==> config.mk <==
export PLATFORM = sky130hd
export DESIGN_NAME = pulse_timer_ctrl
export DESIGN_NICKNAME = d
export VERILOG_FILES = /design/src/rtl/pulse_timer_ctrl.sv
export SDC_FILE = /design/constraint.sdc
export NUM_CORES = 1
export LEC_CHECK = 0
export ABC_AREA = 1
export BUFFER_PORTS_ARGS = -buffer_cell sky130_fd_sc_hd__buf_2
export CORE_UTILIZATION = 50
export DETAILED_ROUTE_END_ITERATION = 10
export GPL_ROUTABILITY_DRIVEN = 0
export PLACE_DENSITY_LB_ADDON = 0.08
export SKIP_CTS_REPAIR_TIMING = 1
export SYNTH_ARGS = -nofsm -noshare
export SYNTH_HDL_FRONTEND = slang
export SYNTH_SLANG_ARGS = --single-unit
==> constraint.sdc <==
create_clock -name Origin_Clock -period 4.9 [get_ports Origin_Clock]
set_clock_uncertainty 0.05 [all_clocks]
set_input_delay 0.735 -clock Origin_Clock [delete_from_list [all_inputs] [get_ports Origin_Clock]]
set_output_delay 0.735 -clock Origin_Clock [all_outputs]
set_load 0.01 [all_outputs]
==> src/rtl/pulse_timer_ctrl.sv <==
// Programmable period/phase pulse time base with start/stop, one-shot and periodic runs.
// New configs are held in a shadow and only take effect on a period boundary or while idle.
module pulse_timer_ctrl #(
    parameter int          CNT_W          = 24,
    parameter int unsigned DEFAULT_PERIOD = 5000000,
    parameter int unsigned DEFAULT_PHASE  = 3000000
) (
    input  logic             Origin_Clock,
    input  logic             reset,
    input  logic             cfg_valid,
    output logic             cfg_ready,
    input  logic [CNT_W-1:0] cfg_period,
    input  logic [CNT_W-1:0] cfg_phase,
    input  logic             cfg_oneshot,
    input  logic             start,
    input  logic             stop,
    output logic             pulse,
    output logic             busy,
    output logic             done,
    output logic [CNT_W-1:0] count,
    output logic [1:0]       state_dbg
);

    // Config handshake: a config transfers on any rising edge where cfg_valid && cfg_ready.
    // cfg_ready stays low while a captured config waits in the shadow for its apply point.

    typedef enum logic [1:0] {
        IDLE = 2'd0,
        RUN  = 2'd1,
        DONE = 2'd2
    } state_t;

    localparam logic [CNT_W-1:0] DEF_PERIOD = CNT_W'(DEFAULT_PERIOD);
    localparam logic [CNT_W-1:0] DEF_PHASE  = CNT_W'(DEFAULT_PHASE);
    localparam logic [CNT_W-1:0] ONE        = CNT_W'(1);

    state_t           state;
    logic [CNT_W-1:0] period_r;
    logic [CNT_W-1:0] phase_r;
    logic             oneshot_r;
    logic [CNT_W-1:0] shadow_period;
    logic [CNT_W-1:0] shadow_phase;
    logic             shadow_oneshot;
    logic             pending;

    logic [CNT_W-1:0] san_period;
    logic [CNT_W-1:0] san_phase;
    logic             capture;
    logic             at_last;
    logic             direct_apply;
    logic             apply_now;

    always_comb begin
        san_period   = (cfg_period == '0) ? ONE : cfg_period;
        san_phase    = (cfg_phase >= san_period) ? (san_period - ONE) : cfg_phase;
        capture      = cfg_valid && !pending;
        at_last      = (count == (period_r - ONE));
        // A config captured together with a start from IDLE goes straight into the run.
        direct_apply = capture && (state == IDLE) && start && !stop;
        apply_now    = pending && ((state != RUN) || stop || at_last);
    end

    assign cfg_ready = !pending;
    assign pulse     = (state == RUN) && (count == phase_r);
    assign busy      = (state == RUN);
    assign done      = (state == DONE);
    assign state_dbg = state;

    always_ff @(posedge Origin_Clock or negedge reset) begin
        if (!reset) begin
            state          <= IDLE;
            count          <= '0;
            period_r       <= DEF_PERIOD;
            phase_r        <= DEF_PHASE;
            oneshot_r      <= 1'b0;
            shadow_period  <= '0;
            shadow_phase   <= '0;
            shadow_oneshot <= 1'b0;
            pending        <= 1'b0;
        end else begin
            if (apply_now) begin
                period_r  <= shadow_period;
                phase_r   <= shadow_phase;
                oneshot_r <= shadow_oneshot;
                pending   <= 1'b0;
            end else if (direct_apply) begin
                period_r  <= san_period;
                phase_r   <= san_phase;
                oneshot_r <= cfg_oneshot;
            end else if (capture) begin
                shadow_period  <= san_period;
                shadow_phase   <= san_phase;
                shadow_oneshot <= cfg_oneshot;
                pending        <= 1'b1;
            end

            case (state)
                IDLE: begin
                    count <= '0;
                    if (start && !stop) state <= RUN;
                end
                RUN: begin
                    if (stop) begin
                        state <= IDLE;
                        count <= '0;
                    end else if (at_last) begin
                        count <= '0;
                        state <= oneshot_r ? DONE : RUN;
                    end else begin
                        count <= count + ONE;
                    end
                end
                DONE: begin
                    state <= IDLE;
                    count <= '0;
                end
                default: begin
                    state <= IDLE;
                    count <= '0;
                end
            endcase
        end
    end

endmodule

Yosys cells after proc, flatten, opt, wreduce, memory -nomap -nowiden
Index checks and enable logic that the tools add are counted.
{ "totals": {"reg_bits": 125, "output_inout_bits": 30, "word_cells": 60} }
{ "classes": {"bitwise": 2, "n_mux": 19, "add_sub_neg": 3, "n_reduce_logical": 18, "n_eq_ne": 8, "n_lt_le_gt_ge": 1} }
{ "op_table": {"columns": ["cell", "n"], "rows": [
  ["24-bit 2-to-1 mux", 9],
  ["24-bit == test", 2],
  ["24-bit by 1-bit subtractor with 24-bit output (second input constant)", 2],
  ["24-bit by 1-bit adder with 24-bit output (second input constant)", 1],
  ["24-bit >= comparator", 1],
  ["24-bit zero test", 1],
  ["2-bit 2-to-1 mux", 4],
  ["1-bit logical AND", 7],
  ["2-bit by 1-bit != test with 1-bit output (second input constant)", 3],
  ["1-bit 2-to-1 mux", 5],
  ["2-bit case mux with 2 select lines", 1],
  ["2-bit AND reduction", 2],
  ["2-bit nonzero test", 2],
  ["3-bit by 2-bit != test with 1-bit output (second input constant)", 1],
  ["3-bit AND reduction", 1],
  ["2-bit by 1-bit == test with 1-bit output (second input constant)", 1],
  ["2-bit == test (second input constant)", 1],
  ["1-bit zero test", 2],
  ["2-bit zero test", 1],
  ["1-bit logical OR", 2],
  ["1-bit inverter", 2]
]} }

Longest topological paths before layout
Gate-level depths: netlist of run 1.
{ "logic_depth": {"ltp_word": 7, "mapped_depth": 18, "ltp_nobuf": 17} }

Worst setup path before layout of run 1
OpenSTA, ideal clock, no wires.
{ "synth_timing": {"path_kind": "input -> register", "from": "input cfg_period[13]", "to": "register phase_r[11]", "cell_stages": 17, "t_arrival_ns": 2.559, "n_path_buf": 2, "slack_ns": 2.162, "cell_sequence": "nor2_1 > nand2_1 > nor2_1 > nand4_1 > nand2_1 > ha_1 > inv_1 > a21oi_1 > o21ai_0 > nand2_1 > nand2_1 > nand3_1 > nand4_1 > clkbuf_1 > clkbuf_1 > o211ai_1 > nand3_1"} }
{ "synth_via": {"elab_chain_len": 6, "word_cells_on_any_way": 7, "cone_classes": "add/sub (1); order compare (1); mux (4); reduce/logical (1)"} }
{ "synth_rtl": {"columns": ["item", "line_no", "rtl"], "rows": [
  ["start, declared", "12", "input logic [CNT_W-1:0] cfg_period,"],
  ["24-bit zero test *", "54", "san_period = (cfg_period == '0) ? ONE : cfg_period;"],
  ["24-bit 2-to-1 mux *", "54", null],
  ["named net san_period[0]", "46", "logic [CNT_W-1:0] san_period;"],
  ["24-bit by 1-bit subtractor with 24-bit output or 24-bit >= comparator (tied branches)", "55", "san_phase = (cfg_phase >= san_period) ? (san_period - ONE) : cfg_phase;"],
  ["24-bit 2-to-1 mux *", "55", null],
  ["24-bit 2-to-1 mux *", "86", "end else if (direct_apply) begin"],
  ["24-bit 2-to-1 mux *", "81", "if (apply_now) begin"],
  ["end signal, assigned", "83", "phase_r <= shadow_phase;"],
  ["end signal, assigned", "88", "phase_r <= san_phase;"],
  ["end, declared", "39", "logic [CNT_W-1:0] phase_r;"]
]} }
Mark *: on every way through the listed nets, which the timed path passes. The rest lies on a longest branch. The select of a mux whose other input is x is not followed.
A chain may end at the register's enable or synchronous reset.

Worst setup path after layout of run 1
{ "layout_timing": {"from": "register period_r[0]", "to": "register period_r[4]"} }
{ "layout_via": {"elab_chain_len": 5, "word_cells_on_any_way": 6, "cone_classes": "add/sub (1); eq/ne (1); mux (1); reduce/logical (3)"} }
{ "layout_rtl": {"columns": ["item", "line_no", "rtl"], "rows": [
  ["start, declared", "38", "logic [CNT_W-1:0] period_r;"],
  ["start signal, assigned", "82", "period_r <= shadow_period;"],
  ["start signal, assigned", "87", "period_r <= san_period;"],
  ["24-bit by 1-bit subtractor with 24-bit output *", "57", "at_last = (count == (period_r - ONE));"],
  ["24-bit == test *", "57", null],
  ["1-bit logical OR *", "60", "apply_now = pending && ((state != RUN) || stop || at_last);"],
  ["1-bit logical AND *", "60", null],
  ["24-bit 2-to-1 mux or 2-bit nonzero test (tied branches)", null, null]
]} }
Mark *: on every way between the ends. The rest lies on a longest branch, timed or not.

==> summary.txt, run 1 <==
Status
  • Outcome: completed

STA
  • Minimum clock period: 3.07 ns
  • Final Setup Violations: 0
  • Fmax: 0.326 GHz
  • Fin. max-slew vios: 0
  • Ratio of final minimum period to clock period: roughly 63%
  • RSZ-0062 raised after global routing: no
  • Worst-margin pin slew: 1.06 ns
  • Final setup margin: around 1.8 ns
  • Hold Vio Cnt, Final: 0
  • Setup TNS: 0 ns
  • Slew headroom: between 20 and 30%
  • Hold_ws: 0.423 ns

Synthesis
  • Top cell type's share of synthesized area: 32.8%
  • Synthesized cell area: between 8000 and 9000 µm²
  • Simple-gate share of the synthesized area: 34.8%
  • Post-synthesis compound-gate area fraction: about a tenth
  • Xor/xnor share of the synthesized area: under 10%
  • Avg Cell Area, Syn: 7.29 µm²
  • Synth area leaders: dfrtp_1 (33%), nand3_1 (12%), nand2_1 (11%)
  • Largest family of logic cells by synthesized area: simple AND/OR/NAND/NOR gates
  • Mapped Cells: 1120
  • Synth cell types: 40
  • Seq cells post-synth: approximately 130
  • Post-synth net total: approximately 1200
  • Yosys warns: 0
  • Adder-cell area share of the yosys netlist: roughly 4.1%
  • Synth area leader: dfrtp_1
  • Sequential share of the synthesized area: 38.6%
  • Post-synthesis mux area share: 0%

CTS
  • Clock Path Buffers: 2
  • Clock sinks: around 130
  • H-tree depth: 4
  • CTS tree: yes
  • CTS buffer count: 17
  • Root buffer cell: clkbuf_16
  • Skew-Pair Late Insertion Delay: between 0.4 and 0.5 ns
  • Reg clk slew, reported paths: 0.06 ns

Finish
  • Share of layout cells above drive strength 1: about 15%
  • Fill cells: roughly 1600
  • Nets: 1263
  • ANT cells: 0
  • Synthesis-to-layout area growth: 14.0%
  • Most common cell after layout, fill and taps aside: nand2_1
  • Commonest cells after routing, fill and taps aside: nand2_1 (239), nand3_1 (201), nor2_1 (111)
  • Post-route cell area: roughly 9300 µm²

Detailed routing
  • Avg WL per Cell: 18.6 µm
  • Via count: roughly 8000
  • Drt drc: 0
  • Final antenna-violating net count: 0
  • Initial drt markers: 779
  • Number of detailed-route iterations in the first pass: 7
  • Vias per cell: roughly 5.7
  • Routed WL: roughly 26000 µm

Critical path
  • Worst r2r path cells: 15
  • Critical Path, Cell by Cell: inv_2, ha_1, nand3_2, nor2_2, nand2_1, nand2_1, nand2_1, a21oi_1, nand2_1, nor2_1, nand2_1, nand2_2, buf_4, nand3_1, nand3_1
  • CP Class: reg -> reg
  • CP max FO: 76
  • Crit path launch type: register
  • CP endpoint kind: register
  • Critical Path RT: approximately 5.2 ns
  • Origin of the critical flop-to-flop path: period_r[0]
  • Crit path DAT: approximately 3.4 ns
  • CP bufs+invs: 2
  • Reg-to-Reg End: period_r[4]
  • Slowest-stage cell, CP: buf_4
  • R2R Setup Slk: approximately 1.8 ns
  • Delay-heaviest family, CP: simple AND/OR/NAND/NOR gates
  • Crit path top cell by count: nand2_1
  • Slowest stage delay, CP: about 0.71 ns

Place
  • Worst slack at placement: about 1.6 ns
  • Detailed placer's ending HPWL: between 15000 and 20000 µm
  • PortBufs: 83
  • Area of placed instances: approximately 8700 µm²

Pwr
  • VDD IR-drop max: slightly above 300 µV
  • Pwr/cell area: ~510 nW/µm²
  • Leakage: between 4 and 5 nW
  • Final total power: approximately 0.0047 W

Global routing
  • Largest net degree at the start of global routing: 80
  • Gr usage total: between 30 and 40%
  • GRT Residual Overflow: 0
  • Number of global-route vias before repair: around 7400
  • Antenna violations before repair: 0
  • First-pass GRT wire length: just over 40000 µm

Floorplan
  • Chip Height: around 130 µm
  • Cell Rows: 46
  • Die area: around 17000 µm²
  • Die Wd: roughly 130 µm
  • Initial core utilization: about half
  • Num ports: 84
  • Core footprint: ~16000 µm²

Run
  • Max-cap violations: 0

Hold path
  • Hold Path Class: in -> async
==> through the flow <==
| step | instances | util [%] |
|---|---|---|
| 2_1_floorplan | 1120 | - |
| 3_3_place_gp | 1379 | 54.5 |
| 3_5_place_dp | 1379 | 54.5 |
| 4_1_cts | 1411 | 58.4 |
| 5_1_grt | 1411 | 58.4 |
| 6_report | 1411 | 58.4 |
==> logic make-up (layout without fill, tap and decap cells) <==
family                     Yosys count  count (layout)
adders and majority gates           27              27
DFF                                125             125
and+or+nand+nor                    632             632
buffers and inverters              147             222
xor gates and xnor gates            52              52
AOI/OAI and AO/OA                  137             137
==> synthesized netlist by cell type <==
| library cell | instances |
|---|---|
| a211oi_1 | 1 |
| a21boi_0 | 1 |
| a21oi_1 | 17 |
| a221oi_1 | 4 |
| a22o_1 | 3 |
| a31oi_1 | 1 |
| and2_1 | 2 |
| and3_1 | 2 |
| buf_1 | 4 |
| buf_2 | 13 |
| buf_4 | 2 |
| buf_6 | 3 |
| clkbuf_1 | 27 |
| dfrtp_1 | 107 |
| dfstp_2 | 18 |
| ha_1 | 27 |
| inv_1 | 97 |
| inv_2 | 1 |
| nand2_1 | 239 |
| nand2_2 | 3 |
| nand3_1 | 201 |
| nand3_2 | 2 |
| nand3b_1 | 7 |
| nand4_1 | 18 |
| nor2_1 | 111 |
| nor2_2 | 10 |
| nor2_4 | 2 |
| nor3_1 | 15 |
| nor3_2 | 1 |
| nor3b_1 | 2 |
| nor4_1 | 4 |
| o211ai_1 | 19 |
| o21a_1 | 1 |
| o21ai_0 | 80 |
| o21bai_1 | 3 |
| o22ai_1 | 7 |
| or2_1 | 1 |
| or2_2 | 12 |
| xnor2_1 | 22 |
| xor2_1 | 30 |
==> routing by layer <==
metal  global-route usage [%]  share of wire, %  up-vias
li1                         -                 -     3877
met1                     43.9                43     3743
met2                     51.6                46      337
met3                     5.95               7.7       58
met4                     15.5               3.6        0
met5                        0                 0        -
==> registers in the layout, indices dropped and copies added, names as in the netlist <==
register	cells
shadow_period	24
shadow_phase	24
oneshot_r	1
count	24
state_dbg	2
phase_r	24
pending	1
shadow_oneshot	1
period_r	24
==> how the worst max path moves through the flow <==
stage | start | endpoint | cells after the start
detailed placement | cfg_period[13] | phase_r[17] | 18
global route | period_r[0] | period_r[4] | 15
CTS | count[23] | pulse | 5
floorplan | cfg_period[13] | phase_r[11] | 17
finish | period_r[0] | period_r[4] | 15
global placement | cfg_period[13] | phase_r[17] | 18
==> power breakdown <==
group | switching [W] | leakage [nW] | internal [W]
Sequential | 0.000369 | 1.55 | 0.00145
Clock | 0.000491 | 0.293 | 0.000831
Combinational | 0.000989 | 2.59 | 0.000598
Total | 0.00185 | 4.43 | 0.00288
==> cell type report <==
class | count | area [µm²] | area share (%)
clock buffer | 20 | 457 | 4.90
clock inverter | 12 | 161 | 1.73
inverter | 98 | 368 | 3.95
multi-input combinational | 848 | 4420 | 47.5
sequential | 125 | 3150 | 33.8
tap | 216 | 270 | 2.90
timing repair buffer | 92 | 485 | 5.21
No activity file was read; power rests on OpenSTA's default activity.
==> run 2: changes to the inputs <==
--- a/config.mk
+++ b/config.mk
@@ -5,7 +5,7 @@
 export SDC_FILE = /design/constraint.sdc
 export NUM_CORES = 1
 export LEC_CHECK = 0
-export ABC_AREA = 1
+export ABC_AREA = 0
 export BUFFER_PORTS_ARGS = -buffer_cell sky130_fd_sc_hd__buf_2
 export CORE_UTILIZATION = 50
 export DETAILED_ROUTE_END_ITERATION = 10
==> constraint.sdc (replaced) <==
create_clock -name Origin_Clock -period 3.01 [get_ports Origin_Clock]
set_clock_uncertainty 0.05 [all_clocks]
set_input_delay 0.4515 -clock Origin_Clock [delete_from_list [all_inputs] [get_ports Origin_Clock]]
set_output_delay 0.4515 -clock Origin_Clock [all_outputs]
set_load 0.01 [all_outputs]
==> summary.txt, run 2 <==
Floorplan
  • Chip Height: 127 µm (was 130 µm)
  • Initial core utilization: 51.1% (was 51.2%)
  • Num ports: 84 (unchanged)
  • Die Wd: 127 µm (was 130 µm)
  • Die area: 16000 µm² (was 16800 µm²)
  • Core footprint: 15200 µm² (was 15900 µm²)
  • Cell Rows: 45 (was 46)

Synthesis
  • Yosys warns: 0 (unchanged)
  • Xor/xnor share of the synthesized area: 10.8% (was 5.58%)
  • Adder-cell area share of the yosys netlist: 4.35% (was 4.14%)
  • Post-synth net total: 930 (was 1201)
  • Largest family of logic cells by synthesized area: simple AND/OR/NAND/NOR gates (unchanged)
  • Synthesized cell area: 7770 µm² (was 8170 µm²)
  • Post-synthesis compound-gate area fraction: 14.6% (was 9.61%)
  • Mapped Cells: 849 (was 1120)
  • Post-synthesis mux area share: 3.66% (was 0%)
  • Synth area leaders: dfrtp_1 (34%), nand2_1 (6.2%), dfstp_2 (6.1%) (was dfrtp_1 (33%), nand3_1 (12%), nand2_1 (11%))
  • Commonest cells post-synth: nand2_1 (129), dfrtp_1 (107), nor2_1 (80) (was nand2_1 (239), nand3_1 (201), nor2_1 (111))
  • Synth cell types: 68 (was 40)
  • Top cell type's share of synthesized area: 34.5% (was 32.8%)
  • Asr flop ratio synth: 100% (unchanged)
  • Seq cells post-synth: 125 (unchanged)
  • Synth area leader: dfrtp_1 (unchanged)
  • Simple-gate share of the synthesized area: 21.3% (was 34.8%)
  • Number of synthesized flops with an enable pin: 0 (unchanged)
  • Sequential share of the synthesized area: 40.6% (was 38.6%)
  • Top_reg_cell synth: dfrtp_1 (unchanged)
  • Avg Cell Area, Syn: 9.15 µm² (was 7.29 µm²)
  • Count leader, synth: nand2_1 (unchanged)

Global routing
  • Number of global-route vias before repair: 7295 (was 7365)
  • Antenna violations before repair: 0 (unchanged)
  • First-pass GRT wire length: 38300 µm (was 40900 µm)
  • Gr usage total: 31.1% (was 32.8%)
  • Largest net degree at the start of global routing: 68 (was 80)
  • GRT Residual Overflow: 0 (unchanged)

Critical path
  • Slowest-stage cell, CP: or4_4 (was buf_4)
  • Critical Path, Cell by Cell: buf_6, or4_4, nor2_4, and3_4, a41oi_4, inv_1, ha_1, nand2b_4, a211oi_2, o211ai_1, a221o_1, a211oi_4, buf_4, buf_8, mux2_2, a221o_1 (was inv_2, ha_1, nand3_2, nor2_2, nand2_1, nand2_1, nand2_1, a21oi_1, nand2_1, nor2_1, nand2_1, nand2_2, buf_4, nand3_1, nand3_1)
  • Crit path launch type: input pin (was register)
  • CP max FO: 7 (was 76)
  • Slowest stage delay, CP: 0.55 ns (was 0.71 ns)
  • R2R Setup Slk: -0.42 ns (was 1.83 ns)
  • CP Class: in -> reg (was reg -> reg)
  • Crit path top cell by count: a221o_1 (was nand2_1)
  • Critical Path RT: 3.31 ns (was 5.21 ns)
  • Crit path DAT: 3.94 ns (was 3.37 ns)
  • CP endpoint kind: register (unchanged)

STA
  • Fmax: approximately 0.27 GHz
  • Hold Vio Cnt, Final: 0 (unchanged)
  • RSZ-0062 raised after global routing: yes (was no)
  • Worst-margin pin slew: 0.828 ns (was 1.06 ns)
  • Slew headroom: 44.8% (was 28.6%)
  • Final Setup Violations: 98 (was 0)
  • Hold_ws: 0.187 ns (was 0.423 ns)
  • Ratio of final minimum period to clock period: 121%
  • Final setup margin: -0.627 ns (was 1.83 ns)
  • Fin. max-slew vios: 0 (unchanged)
  • Minimum clock period: between 3 and 4 ns

Place
  • Detailed placer's ending HPWL: 18200 µm (was 19400 µm)
  • PortBufs: 83 (unchanged)
  • Cells after DPL: 1220 (was 1379)

Detailed routing
  • Initial drt markers: 651 (was 779)
  • Routed WL: 25200 µm (was 26300 µm)
  • Avg WL per Cell: 19.9 µm (was 18.6 µm)
  • Final antenna-violating net count: 0 (unchanged)
  • Via count: 7546 (was 8015)
  • Drt drc: 0 (unchanged)
  • Number of detailed-route iterations in the first pass: 5 (was 7)
  • Vias per cell: 5.94 (was 5.68)

Pwr
  • VDD IR-drop max: 388 µV (was 306 µV)
  • Pwr/cell area: 614 nW/µm² (was 507 nW/µm²)
  • Final total power: 0.00662 W (was 0.00473 W)
  • Leakage: 5.02 nW (was 4.43 nW)

CTS
  • Reg clk slew, reported paths: 0.06 ns (about the same)
  • H-tree depth: 4 (unchanged)
  • Root buffer cell: clkbuf_16 (unchanged)
  • Clock Path Buffers: 2 (unchanged)
  • Skew-Pair Late Insertion Delay: 0.42 ns (was 0.43 ns)
  • CTS tree: yes (unchanged)
  • Clock sinks: 125 (unchanged)
  • CTS buffer count: 17 (unchanged)

Status
  • Outcome: finished, violations left (was completed)
  • Failing checks: setup timing

Finish
  • Final Core Density: 70.9% (was 58.4%)
  • Non-filler cells, final: 1270 (was 1411)
  • ANT cells: 0 (unchanged)
  • Commonest cells after routing, fill and taps aside: buf_4 (146), nand2_1 (123), dfrtp_1 (107) (was nand2_1 (239), nand3_1 (201), nor2_1 (111))
  • Share of layout cells above drive strength 1: 36.7% (was 14.6%)
  • Synthesis-to-layout area growth: 38.7% (was 14.0%)
  • Most common cell after layout, fill and taps aside: buf_4 (was nand2_1)
  • Nets: 1150 (was 1263)

Run
  • Max-cap violations: 0 (unchanged)

Hold path
  • Hold Path Class: in -> reg (was in -> async)
## run 2: cell types whose count changed in the layout (fill, tap and decap cells not counted), sizes merged, moves of 13 or more
cell,delta
xnor2,+25
o211ai,-15
nor2,-43
a21oi,-13
a221o,+43
o21ai,-33
inv,-61
buf,+156
nand3,-183
nand2,-113
nor3,+26
mux2,+19
## run 2: power breakdown
group	internal, W	switching [W]	leakage, nW
clock	0.00126	0.000819	0.285
sequential	0.00207	0.000320	1.56
combinational	0.00108	0.00107	3.18
## run 2: layout make-up
cell class | count | area, µm²
clock buffer | 18 | 439
clock inverter | 14 | 158
fill | 1135 | 4430
inverter | 33 | 124
multi-input combinational | 640 | 4760
sequential | 125 | 3150
tap | 188 | 235
timing repair buffer | 252 | 1900
## run 2: kinds of logic (layout without fill, tap and decap cells)
logic type	count (synthesis)	after routing
simple gates	347	350
compound gates	146	146
flops	125	125
xor+xnor	91	91
buf+inv	87	317
fa+ha+maj	27	27
mux	26	26
## run 2: final timing paths
path	startpoint	end	cells after the start
max	cfg_period[14]	phase_r[6]	16
max reg2reg	period_r[1]	period_r[15]	12
min reg2reg	shadow_phase[5]	shadow_phase[5]	2
min	cfg_oneshot	shadow_oneshot	3
max in group asynchronous	reset	phase_r[7]	3
min in group asynchronous	reset	count[8]	2
## run 2: layer usage
| layer | track usage, % | up-vias | part of all wire [%] |
|---|---|---|---|
| met1 | 42.5 | 3715 | 44 |
| met4 | 9.78 | 0 | 2.5 |
| met5 | 0 | - | 0 |
| met2 | 49.7 | 317 | 47 |
| li1 | - | 3463 | - |
| met3 | 6.16 | 51 | 6.2 |
## run 2: per-stage QoR
stage	worst slack (ns)	TNS, ns	cell area (µm²)
global route	-0.712	-42.97	10800
detailed placement	-1.08	-55.58	9530
floorplan	-0.917	-40.24	7930
CTS	-0.632	-35.50	10100
global placement	-1.02	-49.07	9530
finish	-0.627	-34.78	10800
## run 2: critical path, delay by kind of cell
family,cells,cell delay (ns)
AOI/OAI and AO/OA,6,1.41
and+or+nand+nor,4,1.03
muxes,1,0.35
buffers and inverters,4,0.47
adders and majority gates,1,0.23
